===== config.mk =====
export PLATFORM = sky130hd
export DESIGN_NAME = inv_mix_columns_seq_flat
export DESIGN_NICKNAME = d
export VERILOG_FILES = /design/src/rtl/aes_pkg.sv /design/src/rtl/inv_mix_columns_seq_if.sv /design/src/rtl/inv_mix_single_column.sv /design/src/rtl/inv_mix_columns_seq.sv /design/src/flat_wrapper.sv
export SDC_FILE = /design/constraint.sdc
export NUM_CORES = 1
export LEC_CHECK = 0
export ABC_CLOCK_PERIOD_IN_PS = 3370
export BUFFER_PORTS_ARGS = -buffer_cell sky130_fd_sc_hd__buf_2
export CORE_MARGIN = 2
export CORE_UTILIZATION = 50
export DETAILED_ROUTE_END_ITERATION = 16
export PLACE_DENSITY = 0.76
export SYNTH_ARGS = -nofsm -noshare
export SYNTH_HDL_FRONTEND = slang
export SYNTH_SLANG_ARGS = --single-unit
export TNS_END_PERCENT = 1

===== constraint.sdc =====
create_clock -name clk -period 3.37 [get_ports clk]
set_clock_uncertainty 0.2 [all_clocks]
set_input_delay 0.337 -clock clk [delete_from_list [all_inputs] [get_ports clk]]
set_output_delay 0.337 -clock clk [all_outputs]
set_load 0.1 [all_outputs]

===== src/rtl/aes_pkg.sv =====
// Shared AES definitions: field polynomial, xtime helper and the InvMixColumns FSM states.
package aes_pkg;

  localparam logic [7:0] AES_POLY = 8'h1B;

  typedef enum logic [1:0] {
    IDLE,
    BUSY,
    DONE
  } state_t;

  function automatic logic [7:0] xtime(input logic [7:0] x);
    return {x[6:0], 1'b0} ^ (x[7] ? AES_POLY : 8'h00);
  endfunction

endpackage


===== src/rtl/inv_mix_columns_seq_if.sv =====
// Input/output handshake bundle of the sequential InvMixColumns engine.
interface inv_mix_columns_seq_if;
  logic         In_Valid;
  logic         In_Ready;
  logic [127:0] In_Text;
  logic         Out_Valid;
  logic         Out_Ready;
  logic [127:0] Out_Text;

  modport master (
    output In_Valid, In_Text, Out_Ready,
    input  In_Ready, Out_Valid, Out_Text
  );

  modport slave (
    input  In_Valid, In_Text, Out_Ready,
    output In_Ready, Out_Valid, Out_Text
  );
endinterface


===== src/rtl/inv_mix_single_column.sv =====
// Combinational InvMixColumns of one 32-bit column; byte a0 is the MSB byte.
module inv_mix_single_column
  import aes_pkg::*;
(
  input  logic [31:0] col_in,
  output logic [31:0] col_out
);

  logic [7:0] a [4];
  logic [7:0] m09 [4];
  logic [7:0] m0b [4];
  logic [7:0] m0d [4];
  logic [7:0] m0e [4];

  // x2/x4/x8 chain per byte, then the four multiples the matrix needs
  always_comb begin
    for (int unsigned i = 0; i < 4; i++) begin
      logic [7:0] x2, x4, x8;
      a[i]   = col_in[31 - 8*i -: 8];
      x2     = xtime(a[i]);
      x4     = xtime(x2);
      x8     = xtime(x4);
      m09[i] = x8 ^ a[i];
      m0b[i] = x8 ^ x2 ^ a[i];
      m0d[i] = x8 ^ x4 ^ a[i];
      m0e[i] = x8 ^ x4 ^ x2;
    end
  end

  assign col_out[31:24] = m0e[0] ^ m0b[1] ^ m0d[2] ^ m09[3];
  assign col_out[23:16] = m09[0] ^ m0e[1] ^ m0b[2] ^ m0d[3];
  assign col_out[15:8]  = m0d[0] ^ m09[1] ^ m0e[2] ^ m0b[3];
  assign col_out[7:0]   = m0b[0] ^ m0d[1] ^ m09[2] ^ m0e[3];

endmodule


===== src/rtl/inv_mix_columns_seq.sv =====
// Sequential AES InvMixColumns: one column per clock, valid/ready in and out.
module inv_mix_columns_seq
  import aes_pkg::*;
(
  input  logic                   clk,
  input  logic                   rst,
  inv_mix_columns_seq_if.slave   bus
);

  state_t       state;
  logic [1:0]   col;
  logic [127:0] work;
  logic [127:0] work_next;
  logic [127:0] result;
  logic         out_valid;
  logic [31:0]  col_in;
  logic [31:0]  col_out;

  assign bus.In_Ready  = (state == IDLE) | ((state == DONE) & bus.Out_Ready);
  assign bus.Out_Valid = out_valid;
  assign bus.Out_Text  = result;

  always_comb begin
    col_in = '0;
    case (col)
      2'd0: col_in = work[127:96];
      2'd1: col_in = work[95:64];
      2'd2: col_in = work[63:32];
      2'd3: col_in = work[31:0];
      default: col_in = '0;
    endcase
  end

  inv_mix_single_column u_col (
    .col_in  (col_in),
    .col_out (col_out)
  );

  always_comb begin
    work_next = work;
    case (col)
      2'd0: work_next[127:96] = col_out;
      2'd1: work_next[95:64]  = col_out;
      2'd2: work_next[63:32]  = col_out;
      2'd3: work_next[31:0]   = col_out;
      default: work_next = work;
    endcase
  end

  always_ff @(posedge clk) begin
    if (rst) begin
      state     <= IDLE;
      col       <= '0;
      work      <= '0;
      result    <= '0;
      out_valid <= 1'b0;
    end else begin
      case (state)
        IDLE: begin
          if (bus.In_Valid) begin
            work  <= bus.In_Text;
            col   <= '0;
            state <= BUSY;
          end
        end
        BUSY: begin
          work <= work_next;
          col  <= col + 2'd1;
          // last column: publish the fully transformed state straight from work_next
          if (col == 2'd3) begin
            result    <= work_next;
            out_valid <= 1'b1;
            state     <= DONE;
          end
        end
        DONE: begin
          if (bus.Out_Ready) begin
            out_valid <= 1'b0;
            if (bus.In_Valid) begin
              work  <= bus.In_Text;
              col   <= '0;
              state <= BUSY;
            end else begin
              state <= IDLE;
            end
          end
        end
        default: state <= IDLE;
      endcase
    end
  end

endmodule

===== src/flat_wrapper.sv =====
// flat-port wrapper written by rule: the top's interface ports become plain ports
module inv_mix_columns_seq_flat import aes_pkg::*;
  (clk, rst, bus_In_Valid, bus_In_Text, bus_Out_Ready, bus_In_Ready, bus_Out_Valid, bus_Out_Text);
  inv_mix_columns_seq_if bus_i ();
  input  logic clk;
  input  logic rst;
  input wire logic [$bits(bus_i.In_Valid)-1:0] bus_In_Valid;
  input wire logic [$bits(bus_i.In_Text)-1:0] bus_In_Text;
  input wire logic [$bits(bus_i.Out_Ready)-1:0] bus_Out_Ready;
  output wire logic [$bits(bus_i.In_Ready)-1:0] bus_In_Ready;
  output wire logic [$bits(bus_i.Out_Valid)-1:0] bus_Out_Valid;
  output wire logic [$bits(bus_i.Out_Text)-1:0] bus_Out_Text;
  assign bus_i.In_Valid = bus_In_Valid;
  assign bus_i.In_Text = bus_In_Text;
  assign bus_i.Out_Ready = bus_Out_Ready;
  assign bus_In_Ready = bus_i.In_Ready;
  assign bus_Out_Valid = bus_i.Out_Valid;
  assign bus_Out_Text = bus_i.Out_Text;
  inv_mix_columns_seq u_core (.clk(clk), .rst(rst), .bus(bus_i));
endmodule

==> impl_metrics.yaml <==
sta:
  slew_headroom: 0.313
  fin_crit_sh: 1.11
  rsz0062_at_grt: "yes"
  worst_slack_ns: -0.357
  max_freq_mhz: 268
  slew_violations: 0
  setup_tns_ns: -32.46
  worstMarginPinSlew_ns: 1.02
  period_needed_ns: 3.73
  whs_ns: 0.00482
  setup_violations: 222
  hold_viol_final: 0
floorplan:
  die-area_um2: 28300
  initial_core_util: 0.505
  io_pins: 262
  rows: 60
  fp.dieH_um: 168
  coreArea_um2: 26700
  die_w_um: 168
yosys:
  ys_top_cells_by_area: "dfxtp_1 39%, xnor2_1 10%, a211oi_1 6.6%"
  ys_ff_latch: 261
  synthAdderAreaFrac: 0.00464
  synth_compound_area_frac: 0.254
  synth_edf_count: 0
  ys_seq_area_frac: 0.387
  synth_cell_types: 50
  synth_top_family_by_area: "compound AO/OA/AOI/OAI gates"
  yosysMostFrequentCell: "dfxtp_1"
  synth_area_um2: 13500
  yosysTopAreaCell: "dfxtp_1"
  yosysWarnings: 0
  yosys_most_used_dff: "dfxtp_1"
  synth-xor-area-share: 0.163
  syn_nets: 1705
  avgSynthCellArea_um2: 8.61
  synthCells: 1568
  synthMuxAreaShare: 0.0272
  synth_top_area_frac: 0.387
  synthArstFlopShare: 0
  yosys.area_share.simple: 0.118
  synth.top_cells.by_count: "261 x dfxtp_1, 183 x nor2_1, 155 x xnor2_1"
min_path:
  min_path_type: "in -> reg"
  hp-start: "bus_In_Text[97]"
route:
  post-route-drc-count: 0
  drt-total-wl_mm: 61.8
  drtAntennaViolNets: 0
  drt_first_pass_iters: 7
  viasPerCell: 6.29
  drt_iter0_drc: 2577
  avgRoutedWirePerCell_um: 24.7
  vias: 15700
worst_setup_path:
  path_cells: "inv_4, ha_4, buf_12, a222oi_1, buf_4, xor2_2, o21ai_2, buf_6, xnor2_2, xnor2_1, buf_4, xor2_2, buf_4, a211oi_2, buf_4, a21oi_1, nor2_1"
  cpMaxStageDelayCell: "a222oi_1"
  crit_path_end_kind: "flip-flop"
  path_depth: 17
  crit_family: "buffers and inverters"
  crit_fanout: 6
  cp.arrival_ns: 4.00
  r2r-end: "u_core.bus.Out_Text[95]"
  critPathRequiredTime_ns: 3.65
  reg2reg_slack_ns: -0.36
  crit_top_cell: "buf_4"
  crit_type: "reg -> reg"
  rr_startpoint: "u_core.col[0]"
  crit_start: "u_core.col[0]"
  path_buf_inv: 7
  r2r_cells: 17
  critPathMaxStageDelay_ns: 0.56
  endpoint: "u_core.bus.Out_Text[95]"
  startpoint_type: "flip-flop"
run_status:
  run_status: "complete, but fails checks"
  violations: "setup timing"
final_layout:
  area_growth_pct: 51.2
  layout-drive-gt1-share: 0.367
  n_fill_cell: 1823
  multi_input_area_um2: 8650
  fin_cells: 2501
  final-seq-area_um2: 5230
  nets: 2275
  post-route-util: 0.763
job:
  maxCapViolations: 0
place:
  io_buffers: 261
  dp_hpwl_mm: 41.8
  gp_congestion: 1.01
  dp.cells: 2322
clocking:
  clk_pin_slew_worst_paths_ns: 0.06
  cts_sinks: 261
  cts_buffers: 28
  clk_latency_ns: 0.55
  htree_levels: 1
  cts_tree: "done"
  cts_root_buf: "clkbuf_16"
  cts.path.max_buffers: 3
global_route:
  grt_first_pass_wirelength_mm: 91.0
  track_usage: 0.417
  antenna_found_initial: 2
  grt_max_degree: 110
  grt.overflow.total: 0
  grt_pass1_vias: 15300
==> placed cells by master, fill, tap and decap left out, drive strengths merged, types with 13 or more instances in the layout <==
cell	count
nor3	51
inv	17
clkbuf	41
dfxtp	261
nor2b	16
nor2	183
a22o	13
o22ai	115
xnor2	167
a21oi	133
buf	560
mux2i	35
a222oi	32
nand2	79
dlygate4sd3	114
o21ai	66
xor2	49
a211oi	121
==> layer usage <==
layer / wire (µm) / GRT usage
met5: 16 / 0
met4: 4920 / 0.258
met3: 6870 / 0.0856
met2: 27700 / 0.679
met1: 22300 / 0.507
==> cell families after synthesis <==
| logic type | after synthesis |
|---|---|
| AOI/OAI and AO/OA | 521 |
| xor gates and xnor gates | 225 |
| adders and majority gates | 5 |
| buffers and inverters | 153 |
| DFF | 261 |
| muxes | 35 |
| and+or+nand+nor | 368 |
==> stage by stage <==
step	cell area [µm²]	worst slack [ns]
floorplan	13700	-0.0479
global placement	17200	-0.472
detailed placement	17200	-0.509
CTS	20000	-0.341
global route	20400	-0.453
finish	20400	-0.357
==> area by class of cell <==
cell class	count	area share
clock inverters	12	0.00705
flip-flops and latches	261	0.257
clock buffers	39	0.0409
multi-input cells	1154	0.424
diodes	1	0.000123
repair buffers	677	0.247
well taps	341	0.0209
inverters	16	0.00319
==> repair_timing <==
action,CTS,global route
pin swaps,54,51
hold buffers,114,0
endpoints found under the hold margin,115,0
buffers inserted,7,3
resized for setup,103,60
gates cloned,1,2
setup endpoints to repair,231,252
==> worst reg2reg max path, stage by stage, from the launching register on <==
cell and delay (ns):
dfxtp_4 0.39, inv_4 0.05, ha_4 0.20, buf_12 0.15
a222oi_1 0.56, buf_4 0.24, xor2_2 0.19, o21ai_2 0.13
buf_6 0.14, xnor2_2 0.18, xnor2_1 0.11, buf_4 0.16
xor2_2 0.15, buf_4 0.16, a211oi_2 0.32, buf_4 0.17
a21oi_1 0.03, nor2_1 0.11
==> worst min-delay path by stage <==
stage	to	slack, ns	depth (start not counted)
5_1_grt	u_core.work[8]	0.02	3
4_1_cts	u_core.work[8]	0.002	3
2_1_floorplan	u_core.col[0]	0.26	1
3_5_place_dp	u_core.bus.Out_Text[117]	0.24	1
6_report	u_core.work[97]	0.005	3
3_3_place_gp	u_core.bus.Out_Text[117]	0.23	1
==> sequential cells by signal, indices dropped and copies added (netlist names) <==
name / count
u_core.work: 128
u_core.state: 2
u_core.col: 2
u_core.bus.Out_Text: 128
u_core.bus.Out_Valid: 1
Power is not shown: default switching activity piles up to over one toggle a cycle in this logic, so the estimate is an artifact.
